===== config.mk =====
export PLATFORM = sky130hd
export DESIGN_NAME = alu_sequencer
export DESIGN_NICKNAME = d
export VERILOG_FILES = /design/src/rtl/alu_pkg.sv /design/src/rtl/alu_seq_fifo.sv /design/src/rtl/alu_sequencer.sv
export SDC_FILE = /design/constraint.sdc
export NUM_CORES = 1
export LEC_CHECK = 0
export CELL_PAD_IN_SITES_DETAIL_PLACEMENT = 1
export CELL_PAD_IN_SITES_GLOBAL_PLACEMENT = 1
export CORE_MARGIN = 2
export CORE_UTILIZATION = 39
export DETAILED_ROUTE_END_ITERATION = 16
export PLACE_DENSITY_LB_ADDON = 0.1
export SLEW_MARGIN = 20
export SYNTH_ARGS = -nofsm -noshare
export SYNTH_HDL_FRONTEND = slang
export SYNTH_SLANG_ARGS = --single-unit

===== constraint.sdc =====
create_clock -name clk -period 3.8 [get_ports clk]
set_input_delay 0.76 -clock clk [delete_from_list [all_inputs] [get_ports clk]]
set_output_delay 0.76 -clock clk [all_outputs]
set_load 0.05 [all_outputs]

===== src/rtl/alu_pkg.sv =====
// alu_pkg: shared definitions for the ALU requester slice.
//   ALU_W      - ALU datapath width (16).
//   alu_op_e   - 3-bit ALU opcode encoding.
//   alu_ref()  - behavioural ALU used by the optional result checker.
package alu_pkg;

    localparam int unsigned ALU_W = 16;

    typedef enum logic [2:0] {
        ALU_ADD = 3'b000,
        ALU_SUB = 3'b001,
        ALU_AND = 3'b010,
        ALU_OR  = 3'b011,
        ALU_XOR = 3'b100,
        ALU_NOR = 3'b101,
        ALU_SLT = 3'b110,
        ALU_SLL = 3'b111
    } alu_op_e;

    // SLT is a signed compare returning 1/0; SLL shifts by b[3:0] only.
    function automatic logic [ALU_W-1:0] alu_ref(input logic [ALU_W-1:0] a,
                                                 input logic [ALU_W-1:0] b,
                                                 input logic [2:0]       op);
        logic [ALU_W-1:0] r;
        r = '0;
        case (alu_op_e'(op))
            ALU_ADD: r = a + b;
            ALU_SUB: r = a - b;
            ALU_AND: r = a & b;
            ALU_OR:  r = a | b;
            ALU_XOR: r = a ^ b;
            ALU_NOR: r = ~(a | b);
            ALU_SLT: r = ($signed(a) < $signed(b)) ? ALU_W'(1) : '0;
            ALU_SLL: r = a << b[3:0];
            default: r = '0;
        endcase
        return r;
    endfunction

endpackage


===== src/rtl/alu_seq_fifo.sv =====
// alu_seq_fifo: synchronous FIFO with a registered head word.
//   clk, rst      - clock, synchronous active-high reset
//   push_i        - write push_data_i at the tail this edge
//   push_data_i   - tail write data
//   pop_i         - drop the head entry this edge (caller guarantees non-empty)
//   count_o       - number of stored entries (0..DEPTH)
//   head_o        - registered copy of the oldest entry
module alu_seq_fifo #(
    parameter int unsigned DEPTH = 2,
    parameter int unsigned W     = 8
) (
    input  logic                       clk,
    input  logic                       rst,
    input  logic                       push_i,
    input  logic [W-1:0]               push_data_i,
    input  logic                       pop_i,
    output logic [$clog2(DEPTH):0]     count_o,
    output logic [W-1:0]               head_o
);

    localparam int unsigned PTR_W = $clog2(DEPTH);
    localparam int unsigned CNT_W = PTR_W + 1;

    logic [W-1:0]     mem_q [DEPTH];
    logic [PTR_W-1:0] rd_q, rd_d;
    logic [PTR_W-1:0] wr_q, wr_d;
    logic [CNT_W-1:0] cnt_q, cnt_d;
    logic [W-1:0]     head_q, head_d;

    always_comb begin
        rd_d   = rd_q + PTR_W'(pop_i);
        wr_d   = wr_q + PTR_W'(push_i);
        cnt_d  = cnt_q + CNT_W'(push_i) - CNT_W'(pop_i);
        head_d = head_q;
        // Head register tracks the entry at the post-edge read pointer.
        // When the FIFO is (or becomes) empty, a push bypasses straight
        // into the head because mem has not been written yet.
        if (pop_i) begin
            if (cnt_q > CNT_W'(1)) begin
                head_d = mem_q[rd_d];
            end else if (push_i) begin
                head_d = push_data_i;
            end
        end else if ((cnt_q == '0) && push_i) begin
            head_d = push_data_i;
        end
    end

    always_ff @(posedge clk) begin
        if (rst) begin
            rd_q   <= '0;
            wr_q   <= '0;
            cnt_q  <= '0;
            head_q <= '0;
        end else begin
            rd_q   <= rd_d;
            wr_q   <= wr_d;
            cnt_q  <= cnt_d;
            head_q <= head_d;
        end
    end

    always_ff @(posedge clk) begin
        if (push_i) begin
            mem_q[wr_q] <= push_data_i;
        end
    end

    assign count_o = cnt_q;
    assign head_o  = head_q;

endmodule


===== src/rtl/alu_sequencer.sv =====
// alu_sequencer: registered request front end for the combinational ALU.
// Requests (req_*) load a stage register that drives the ALU; one cycle later
// {alu_out, alu_zero, tag} is pushed into an in-order response FIFO (rsp_*).
//   clk, rst                              - clock, synchronous active-high reset
//   req_valid/req_ready, req_a/b/op/tag   - request handshake and payload
//   alu_input1/alu_input2/alu_control     - to ALU, from the stage register
//   alu_out/alu_zero                      - from ALU
//   rsp_valid/rsp_ready, rsp_data/zero/tag - response handshake and payload
//   err_cnt                               - saturating checker mismatch count
// Optional build macro ALU_SEQ_CHECK_EN enables the result checker; without it
// err_cnt is tied to zero.
module alu_sequencer
    import alu_pkg::*;
#(
    parameter int unsigned DEPTH = 2,
    parameter int unsigned TAG_W = 4
) (
    input  logic             clk,
    input  logic             rst,
    input  logic             req_valid,
    output logic             req_ready,
    input  logic [ALU_W-1:0] req_a,
    input  logic [ALU_W-1:0] req_b,
    input  logic [2:0]       req_op,
    input  logic [TAG_W-1:0] req_tag,
    output logic [ALU_W-1:0] alu_input1,
    output logic [ALU_W-1:0] alu_input2,
    output logic [2:0]       alu_control,
    input  logic [ALU_W-1:0] alu_out,
    input  logic             alu_zero,
    output logic             rsp_valid,
    input  logic             rsp_ready,
    output logic [ALU_W-1:0] rsp_data,
    output logic             rsp_zero,
    output logic [TAG_W-1:0] rsp_tag,
    output logic [7:0]       err_cnt
);

    localparam int unsigned CNT_W  = $clog2(DEPTH) + 1;
    localparam int unsigned FIFO_W = ALU_W + 1 + TAG_W;

    logic             stage_valid_q, stage_valid_d;
    logic [ALU_W-1:0] a_q, a_d;
    logic [ALU_W-1:0] b_q, b_d;
    logic [2:0]       op_q, op_d;
    logic [TAG_W-1:0] tag_q, tag_d;

    logic             accept;
    logic             push;
    logic             pop;
    logic [CNT_W-1:0] fifo_count;
    logic [FIFO_W-1:0] fifo_head;
    logic [FIFO_W-1:0] push_word;

    // Occupancy plus the in-flight stage must leave room; one extra bit keeps
    // the sum from wrapping.
    assign req_ready = ({1'b0, fifo_count} + (CNT_W+1)'(stage_valid_q)) < (CNT_W+1)'(DEPTH);
    assign accept    = req_valid && req_ready;
    assign push      = stage_valid_q;
    assign rsp_valid = (fifo_count != '0);
    assign pop       = rsp_valid && rsp_ready;
    assign push_word = {alu_out, alu_zero, tag_q};

    always_comb begin
        stage_valid_d = accept;
        a_d   = a_q;
        b_d   = b_q;
        op_d  = op_q;
        tag_d = tag_q;
        if (accept) begin
            a_d   = req_a;
            b_d   = req_b;
            op_d  = req_op;
            tag_d = req_tag;
        end
    end

    always_ff @(posedge clk) begin
        if (rst) begin
            stage_valid_q <= 1'b0;
            a_q           <= '0;
            b_q           <= '0;
            op_q          <= '0;
            tag_q         <= '0;
        end else begin
            stage_valid_q <= stage_valid_d;
            a_q           <= a_d;
            b_q           <= b_d;
            op_q          <= op_d;
            tag_q         <= tag_d;
        end
    end

    assign alu_input1  = a_q;
    assign alu_input2  = b_q;
    assign alu_control = op_q;

    alu_seq_fifo #(
        .DEPTH (DEPTH),
        .W     (FIFO_W)
    ) u_fifo (
        .clk         (clk),
        .rst         (rst),
        .push_i      (push),
        .push_data_i (push_word),
        .pop_i       (pop),
        .count_o     (fifo_count),
        .head_o      (fifo_head)
    );

    assign rsp_data = fifo_head[FIFO_W-1 -: ALU_W];
    assign rsp_zero = fifo_head[TAG_W];
    assign rsp_tag  = fifo_head[TAG_W-1:0];

`ifdef ALU_SEQ_CHECK_EN
    logic [ALU_W-1:0] ref_res;
    logic             ref_zero;
    logic             mismatch;
    logic [7:0]       err_q, err_d;

    always_comb begin
        ref_res  = alu_ref(a_q, b_q, op_q);
        ref_zero = (ref_res == '0);
        mismatch = stage_valid_q && ((alu_out != ref_res) || (alu_zero != ref_zero));
        err_d    = err_q;
        if (mismatch && (err_q != 8'hFF)) begin
            err_d = err_q + 8'd1;
        end
    end

    always_ff @(posedge clk) begin
        if (rst) begin
            err_q <= '0;
        end else begin
            err_q <= err_d;
        end
    end

    assign err_cnt = err_q;
`else
    assign err_cnt = '0;
`endif

endmodule


After elaboration in Yosys (flattened, before gate mapping) --
Memory sizes are Yosys's and may differ from the RTL's. Cells that the tools add are included.
Operators by class: add/subtract/negate cells 5, magnitude comparators 2, eq/ne operators 1, muxes and demuxes 6, reductions and logical operators 7
Operators with widths (number):
- two-way mux 21 bit | 4
- nonzero test 2 bit | 2
- adder 2 x 1 -> 3 bit | 1
- logical AND 1 bit | 3
- less-than comparator 3 x 2 -> 1 bit (second input constant) | 1
- inequality test 3 bit (second input constant) | 1
- adder 1 bit | 2
- adder 2 x 1 -> 2 bit | 1
- greater-than comparator 2 x 1 -> 1 bit (second input constant) | 1
- logical NOT 2 bit | 1
- two-way mux 1 bit | 2
- AND reduction 2 bit | 1
- subtractor 2 x 1 -> 2 bit | 1
Word-level totals: flip-flop bits (word level) 65, bits in writable memories 42, input bits 60, output and inout port bits 66, logic and storage cells 31, memories kept 1
Memory list:
- u_fifo.mem_q | depth 2, bits a word 21, read ports 1, clocked after memory_dff 0, write ports 1, line alu_seq_fifo.sv:24 | logic [W-1:0] mem_q [DEPTH];

Logic depth before layout (Yosys ltp) --
Gate-level depths: netlist (run 1). An unclocked memory read counts as a cell.
depth after elaboration 6, gate-level depth with buffers 7, depth with buffers taken out 7

Modules after synthesis --
Synthesis (run 1) repeated with hierarchy kept, for this count alone.
Second synthesis, totals: cell total of the unflattened synthesis 349, area total of the unflattened synthesis 4380.5 sq um
Modules (own cells, without submodules):
- alu_seq_fifo | instances 1, cells each 158, area each 2608.8 sq um
- alu_sequencer | instances 1, cells each 191, area each 1771.7 sq um

Least setup slack after synthesis (run 1) --
OpenSTA, ideal clock, no wires.
kind input to register, start point input port rsp_ready, end point register u_fifo.cnt_q[1] (netlist: u_fifo.count_o[1]), library setup time 0.078 ns, data arrival time 1.721 ns, required time 3.722 ns, setup slack 2.001 ns, stages on the path 7, buffers on the path 0, cell sequence o21a_1 > ha_1 > inv_1 > ha_1 > xor2_1 > and2_1 > nor3_1
On the way: cells in the longest elaborated chain, start to end 2
Ends and longest elaborated chain:
- start: declaration | line alu_sequencer.sv:32 | input logic rsp_ready,
- logical AND 1 bit | line alu_sequencer.sv:61 | assign pop = rsp_valid && rsp_ready;
- subtractor 2 x 1 -> 2 bit | line alu_seq_fifo.sv:33 | cnt_d = cnt_q + CNT_W'(push_i) - CNT_W'(pop_i);
- end signal: assignment | line alu_seq_fifo.sv:58 | cnt_q <= cnt_d;
- end: declaration | line alu_seq_fifo.sv:27 | logic [CNT_W-1:0] cnt_q, cnt_d;
Every way passes these cells. A chain may end at the register's enable or synchronous reset.

Worst setup path in the final report (run 1) --
start point register u_fifo.cnt_q[1] (netlist: u_fifo.count_o[1]), end point output port rsp_valid
On the way: cells in the longest elaborated chain, start to end 1
Ends and longest elaborated chain:
- nonzero test 2 bit | line alu_sequencer.sv:60 | assign rsp_valid = (fifo_count != '0);
- end: declaration | line alu_sequencer.sv:31 | output logic rsp_valid,
Every way passes these cells.

==> impl_results.md, run 1 <==
- Outcome: finished clean
- I/O pin total: 126
- Total negative slack: 0 ns
- Vias in the first global route: 3,137
- Port Buffers: 117
- Routed len/inst: 17.11 um
- Die width: 107.1 um
- Max Transition Viols Final: 0
- Routed Antenna Nets: 0
- Detailed Route WL: 10,200 um
- 1st-iter DRT viols: 86
- Asr flop ratio synth: 0
- Post-CTS Hold Fix Bufs: 0
- Fin nets: 519
- Vias: 3,072
- Fin crit share: 0.6679
- Share of layout cells above drive strength 1: 0.1000
- Register area share after synthesis: 0.6178
- FMAX: 394.0 MHz
- Setup Buffers After CTS: 0
- GP Congestion: 0.7141
- Slew HR: 0.3007
- Worst-Margin Slew: 1.048 ns
- Post-synth EDFFs: 42
- CTS sink cnt: 107
- Overflow after GRT: 0
- Clock slew at reported path FFs: 0.09 ns
- Post-synthesis register bit count: 107
- CTS Buffer Depth: 2
- CTS resizes: 0
- Worst setup EP type: primary output
- CP Class: reg2out
- Syn. warnings: 0
- Minimum clock period: 2.538 ns
- Num rows: 37
- Final hold vios: 0
- LEAKAGE: 2.063 nW
- TritonCTS clock tree: yes
- Largest net degree at the start of global routing: 46
- Final setup skew: 0.01274 ns
- H-tree Lvls: 3
- Clk Latency, worst-skew pair: 0.36 ns
- Most frequent cells in the layout: clkdlybuf4s50_1 (115), dfxtp_1 (65), edfxtp_1 (42)
- Gate Count Post-Synth: 351
- Critical path fanouts, max: 8
- Die area: 0.01148 mm2
- Core area: 0.01032 mm2
- Maximum vdd ir drop: 0.2557 mV
- DRT Pass-1 Iters: 4
- Die Y: 107.1 um
- Cts bufs inserted: 9
- PD cells: 663.4 mW/mm2
- Critical path's slowest cell: clkdlybuf4s50_1
- Mapped cell area: 0.004148 mm2
- Required @ worst endpoint: 3.04 ns
- Critical path, cell by cell: or2_2, clkdlybuf4s50_1
- Syn_area_per_cell: 11.82 um2
- Number of max-cap violations: 0
- Max stage delay on crit path: 0.80 ns
- # DRC: 0
- Most used DFF post-synth: dfxtp_1
- Commonest non-fill, non-tap cell in the layout: clkdlybuf4s50_1
- Final Setup Violations: 0
- Worst slack at placement: 1.226 ns
- Cell variety after synth: 29
- Global-route wire length before repair: 16,060 um
- GRT Overall Usage: 0.1793
- Area grow syn2layout: 34.81%
- Initial Util: 0.4018
- RSZ-0062 raised after global routing: false
- DPL Wire Length: 6525 um
- Initial antenna violation count: 0
- Antenna cells: 0
- Startpoint Class: flip-flop
- DR vias/cell: 5.154
- Tightest Hold Check Type: reg2reg
- Final worst setup slack: 1.262 ns
- Worst EP arrival: 1.78 ns
- CTS root buffer: clkbuf_8
==> through the flow <==
| stage | hold slack [ns] | cells | total power [mW] | area [um2] | util |
|---|---|---|---|---|---|
| 2_1_floorplan | 0.4409 | 358 | 2.523 | 4174 | - |
| 3_3_place_gp | 0.4464 | 580 | 2.971 | 5363 | 0.5195 |
| 3_5_place_dp | 0.4525 | 580 | 2.996 | 5363 | 0.5195 |
| 4_1_cts | 0.4736 | 596 | 3.750 | 5587 | 0.5411 |
| 5_1_grt | 0.4885 | 596 | 3.902 | 5592 | 0.5416 |
| 6_report | 0.4707 | 596 | 3.709 | 5592 | 0.5416 |
==> path summary, 6_finish.rpt <==
path                                       start                              to  slack (ns)  cells after the start
setup / recovery    u_fifo.count_o[1]$_SDFF_PP0_                       rsp_valid        1.26                      2
hold / removal    u_fifo.head_o[17]$_SDFFE_PP0P_  u_fifo.head_o[17]$_SDFFE_PP0P_        0.47                      1
setup reg to reg          u_fifo.rd_q$_SDFF_PP0_   u_fifo.head_o[8]$_SDFFE_PP0P_        1.95                      3
hold reg to reg   u_fifo.head_o[17]$_SDFFE_PP0P_  u_fifo.head_o[17]$_SDFFE_PP0P_        0.47                      1
==> where the power goes <==
group	total [mW]	switching, mW	internal [mW]
clock network	0.753	0.368	0.385
registers	1.52	0.136	1.39
logic	1.43	0.918	0.514
total	3.71	1.42	2.29
==> state kept, by name, indices dropped and copies added (netlist names) <==
| name | count |
|---|---|
| u_fifo.wr_q | 1 |
| u_fifo.mem_q | 42 |
| u_fifo.head_o | 21 |
| tag_q | 4 |
| alu_input1 | 16 |
| u_fifo.rd_q | 1 |
| alu_input2 | 16 |
| push | 1 |
| u_fifo.count_o | 2 |
| alu_control | 3 |
==> final cells by class <==
| class | instances | area [um2] |
|---|---|---|
| repair buffers | 123 | 1209 |
| flip-flops and latches | 107 | 2562 |
| multi-input cells | 209 | 1408 |
| well taps | 136 | 170.2 |
| clock buffers | 13 | 181.4 |
| clock inverters | 3 | 42.54 |
| inverters | 5 | 18.77 |
| fillers | 1093 | 4732 |
==> cells by family (layout without fill, tap and decap cells) <==
logic type | after synthesis | in the layout | synth area share
other cells | 1 | 8 | 0.0009041
compound gates | 103 | 103 | 0.1460
simple gates | 50 | 50 | 0.06094
buf+inv | 42 | 144 | 0.05038
flops | 107 | 107 | 0.6178
mux | 42 | 42 | 0.1077
xor+xnor | 2 | 2 | 0.004224
fa+ha+maj | 4 | 4 | 0.01207
==> Yosys cell counts, types with 2 or more instances <==
library cell / n / area, um2
inv_1: 5 / 18.77
nor3_1: 2 / 10.01
mux2i_1: 21 / 210.2
o21ai_0: 39 / 195.2
nand3_1: 39 / 195.2
mux2_2: 21 / 236.5
o2bb2ai_1: 21 / 183.9
nor2_1: 3 / 11.26
buf_4: 10 / 75.07
ha_1: 4 / 50.05
buf_1: 3 / 11.26
edfxtp_1: 42 / 1261
buf_2: 11 / 55.05
dfxtp_1: 65 / 1301
a21oi_1: 39 / 195.2
clkbuf_1: 13 / 48.80
==> routing by layer <==
| layer | global-route usage | routed length (um) | up-vias | part of all wire |
|---|---|---|---|---|
| li1 | - | - | 1478 | - |
| met1 | 0.2269 | 4390 | 1504 | 0.43 |
| met2 | 0.2902 | 4931 | 84 | 0.48 |
| met3 | 0.06140 | 784 | 6 | 0.077 |
| met4 | 0.05288 | 88 | 0 | 0.0086 |
| met5 | 0 | 0 | - | 0 |
==> worst max-delay path: cells and delay by family, from the launching register on <==
family | cells | cell delay, ns
flops | 1 | 0.47
simple gates | 1 | 0.16
buf+inv | 1 | 0.80
Power figures use the tool's default switching activity.
==> inputs of run 2 (changes only) <==
--- a/config.mk
+++ b/config.mk
@@ -8,7 +8,7 @@
 export CELL_PAD_IN_SITES_DETAIL_PLACEMENT = 1
 export CELL_PAD_IN_SITES_GLOBAL_PLACEMENT = 1
 export CORE_MARGIN = 2
-export CORE_UTILIZATION = 39
+export CORE_UTILIZATION = 36
 export DETAILED_ROUTE_END_ITERATION = 16
 export PLACE_DENSITY_LB_ADDON = 0.1
 export SLEW_MARGIN = 20
==> constraint.sdc (replaced) <==
create_clock -name clk -period 2.43 [get_ports clk]
set_input_delay 0.486 -clock clk [delete_from_list [all_inputs] [get_ports clk]]
set_output_delay 0.486 -clock clk [all_outputs]
set_load 0.05 [all_outputs]
==> impl_results.md, run 2 (synthesized netlist as in run 1, its figures left out) <==
- Most frequent cells in the layout: clkdlybuf4s50_1 (115), dfxtp_1 (65), edfxtp_1 (42) (unchanged)
- Initial antenna violation count: 0 (unchanged)
- Fin nets: 526 (was 519)
- Commonest non-fill, non-tap cell in the layout: clkdlybuf4s50_1 (unchanged)
- Fin util: 0.5069 (was 0.5416)
- Largest net degree at the start of global routing: 41 (was 46)
- Cts bufs inserted: 9 (unchanged)
- Cell area after layout: 0.005738 mm2 (was 0.005592 mm2)
- Overflow after GRT: 0 (unchanged)
- Num rows: 39 (was 37)
- Final setup skew: 0.008300 ns (was 0.01274 ns)
- Max FFs per register: 42 (unchanged)
- Die area: 0.01240 mm2 (was 0.01148 mm2)
- Detailed Route WL: 10,520 um (was 10,200 um)
- Hold Worst Slack: 0.4675 ns (was 0.4707 ns)
- Grt met2 use: 0.2951 (was 0.2902)
- Final Setup Violations: 0 (unchanged)
- DRT Pass-1 Iters: 4 (unchanged)
- PD cells: 1079 mW/mm2 (was 663.4 mW/mm2)
- Largest reg by FF count: u_fifo.mem_q (unchanged)
- FMAX: 454.3 MHz
- LEAKAGE: 2.145 nW (was 2.063 nW)
- DR vias/cell: 5.097 (was 5.154)
- Gr busiest metal: met2 (unchanged)
- CTS root buffer: clkbuf_16 (was clkbuf_8)
- Met1 usage: 0.2034 (was 0.2269)
- H-tree Lvls: 3 (unchanged)
- # DRC: 0 (unchanged)
- GR Layer Usage met3: 0.07512 (was 0.06140)
- Core area: 0.01132 mm2 (was 0.01032 mm2)
- Post-placement cell area: 0.005424 mm2 (was 0.005363 mm2)
- Slew HR: 0.6323 (was 0.3007)
- Clk Latency, worst-skew pair: 0.34 ns (was 0.36 ns)
- Minimum clock period: 2.201 ns
- Clock slew at reported path FFs: 0.07 ns (was 0.09 ns)
- Outcome: finished clean (unchanged)
- RSZ-0062 raised after global routing: false (unchanged)
- Worst-Margin Slew: 0.5499 ns (was 1.048 ns)
- Initial Util: 0.3664 (was 0.4018)
- TritonCTS clock tree: yes (unchanged)
- Worst slack at placement: 0.2981 ns (was 1.226 ns)
- Die width: 111.3 um (was 107.1 um)
- Routed Antenna Nets: 0 (unchanged)
- Tightest Hold Check Type: reg2reg (unchanged)
- Number of max-cap violations: 0 (unchanged)
- CTS Buffer Depth: 2 (unchanged)
- I/O pin total: 126 (unchanged)
- Die Y: 111.3 um (was 107.1 um)
- Area grow syn2layout: 38.34% (was 34.81%)
- Post-CTS Hold Fix Bufs: 0 (unchanged)
- Total negative slack: 0 ns (unchanged)
- Required @ worst endpoint: 1.94 ns (was 3.04 ns)
- Routed len/inst: 17.25 um (was 17.11 um)
- Fin crit share: 0.9058
- CTS sink cnt: 107 (unchanged)
- Final worst setup slack: 0.2289 ns (was 1.262 ns)
- CP Class: reg2out (unchanged)
- Setup Buffers After CTS: 0 (unchanged)
- Final hold vios: 0 (unchanged)
- Port Buffers: 117 (unchanged)
- DPL Wire Length: 6802 um (was 6525 um)
- Share of layout cells above drive strength 1: 0.1135 (was 0.1000)
- Global-route wire length before repair: 17,140 um (was 16,060 um)
- Worst EP arrival: 1.72 ns (was 1.78 ns)
- GP Congestion: 0.7334 (was 0.7141)
- Max Transition Viols Final: 0 (unchanged)
- CTS resizes: 0 (unchanged)
- Worst setup EP type: primary output (unchanged)
- GRT Overall Usage: 0.1739 (was 0.1793)
- Startpoint Class: flip-flop (unchanged)
- Vias: 3,109 (was 3,072)
- Critical path fanouts, max: 8 (unchanged)
- Maximum vdd ir drop: 0.5566 mV (was 0.2557 mV)
- 1st-iter DRT viols: 118 (was 86)
- Antenna cells: 0 (unchanged)
- Vias in the first global route: 3,268 (was 3,137)
[run 2: where the power goes]
part | internal [mW] | switching, mW | total [mW]
combinational | 0.827 | 1.52 | 2.34
clock | 0.868 | 0.658 | 1.53
sequential | 2.17 | 0.150 | 2.32
total | 3.87 | 2.32 | 6.19
[run 2: layer usage]
metal | up-vias | wire [um] | share of wire
li1 | 1489 | - | -
met5 | - | 0 | 0
met2 | 87 | 5157 | 0.49
met3 | 8 | 823 | 0.078
met1 | 1525 | 4426 | 0.42
met4 | 0 | 116 | 0.011
[run 2: layout make-up]
cell class	count	area, um2
fill	1226	5583
sequential	107	2562
tap	143	178.9
clock inverter	4	57.56
inverter	5	18.77
clock buffer	12	256.5
timing repair buffer	130	1261
multi-input combinational	209	1403
[run 2: metrics by stage]
step	std cells	total power, mW
floorplan	358	3.945
global placement	594	4.686
detailed placement	594	4.741
CTS	610	6.282
global route	610	6.513
finish	610	6.191
[run 2: worst paths after layout]
| path | end | slack [ns] | cells past startpoint | from |
|---|---|---|---|---|
| worst min register to register | u_fifo.head_o[7]$_SDFFE_PP0P_ | 0.47 | 1 | u_fifo.head_o[7]$_SDFFE_PP0P_ |
| worst max register to register | u_fifo.count_o[1]$_SDFF_PP0_ | 0.84 | 7 | u_fifo.count_o[1]$_SDFF_PP0_ |
| worst max-delay path | rsp_valid | 0.23 | 2 | u_fifo.count_o[1]$_SDFF_PP0_ |
| worst min-delay path | u_fifo.head_o[7]$_SDFFE_PP0P_ | 0.47 | 1 | u_fifo.head_o[7]$_SDFFE_PP0P_ |
[run 2: critical path, cell delays in order (launching register included)]
cell             delay (ns)
dfxtp_1                0.44
or2_2                  0.15
clkdlybuf4s50_1        0.79
==> inputs of run 3 (changes only) <==
--- a/config.mk
+++ b/config.mk
@@ -11,6 +11,7 @@
 export CORE_UTILIZATION = 36
 export DETAILED_ROUTE_END_ITERATION = 16
 export PLACE_DENSITY_LB_ADDON = 0.1
+export SKIP_CTS_REPAIR_TIMING = 1
 export SLEW_MARGIN = 20
 export SYNTH_ARGS = -nofsm -noshare
 export SYNTH_HDL_FRONTEND = slang
==> results of run 3 <==
Same layout as run 2: the final DEF is identical, and so are final timing and power.
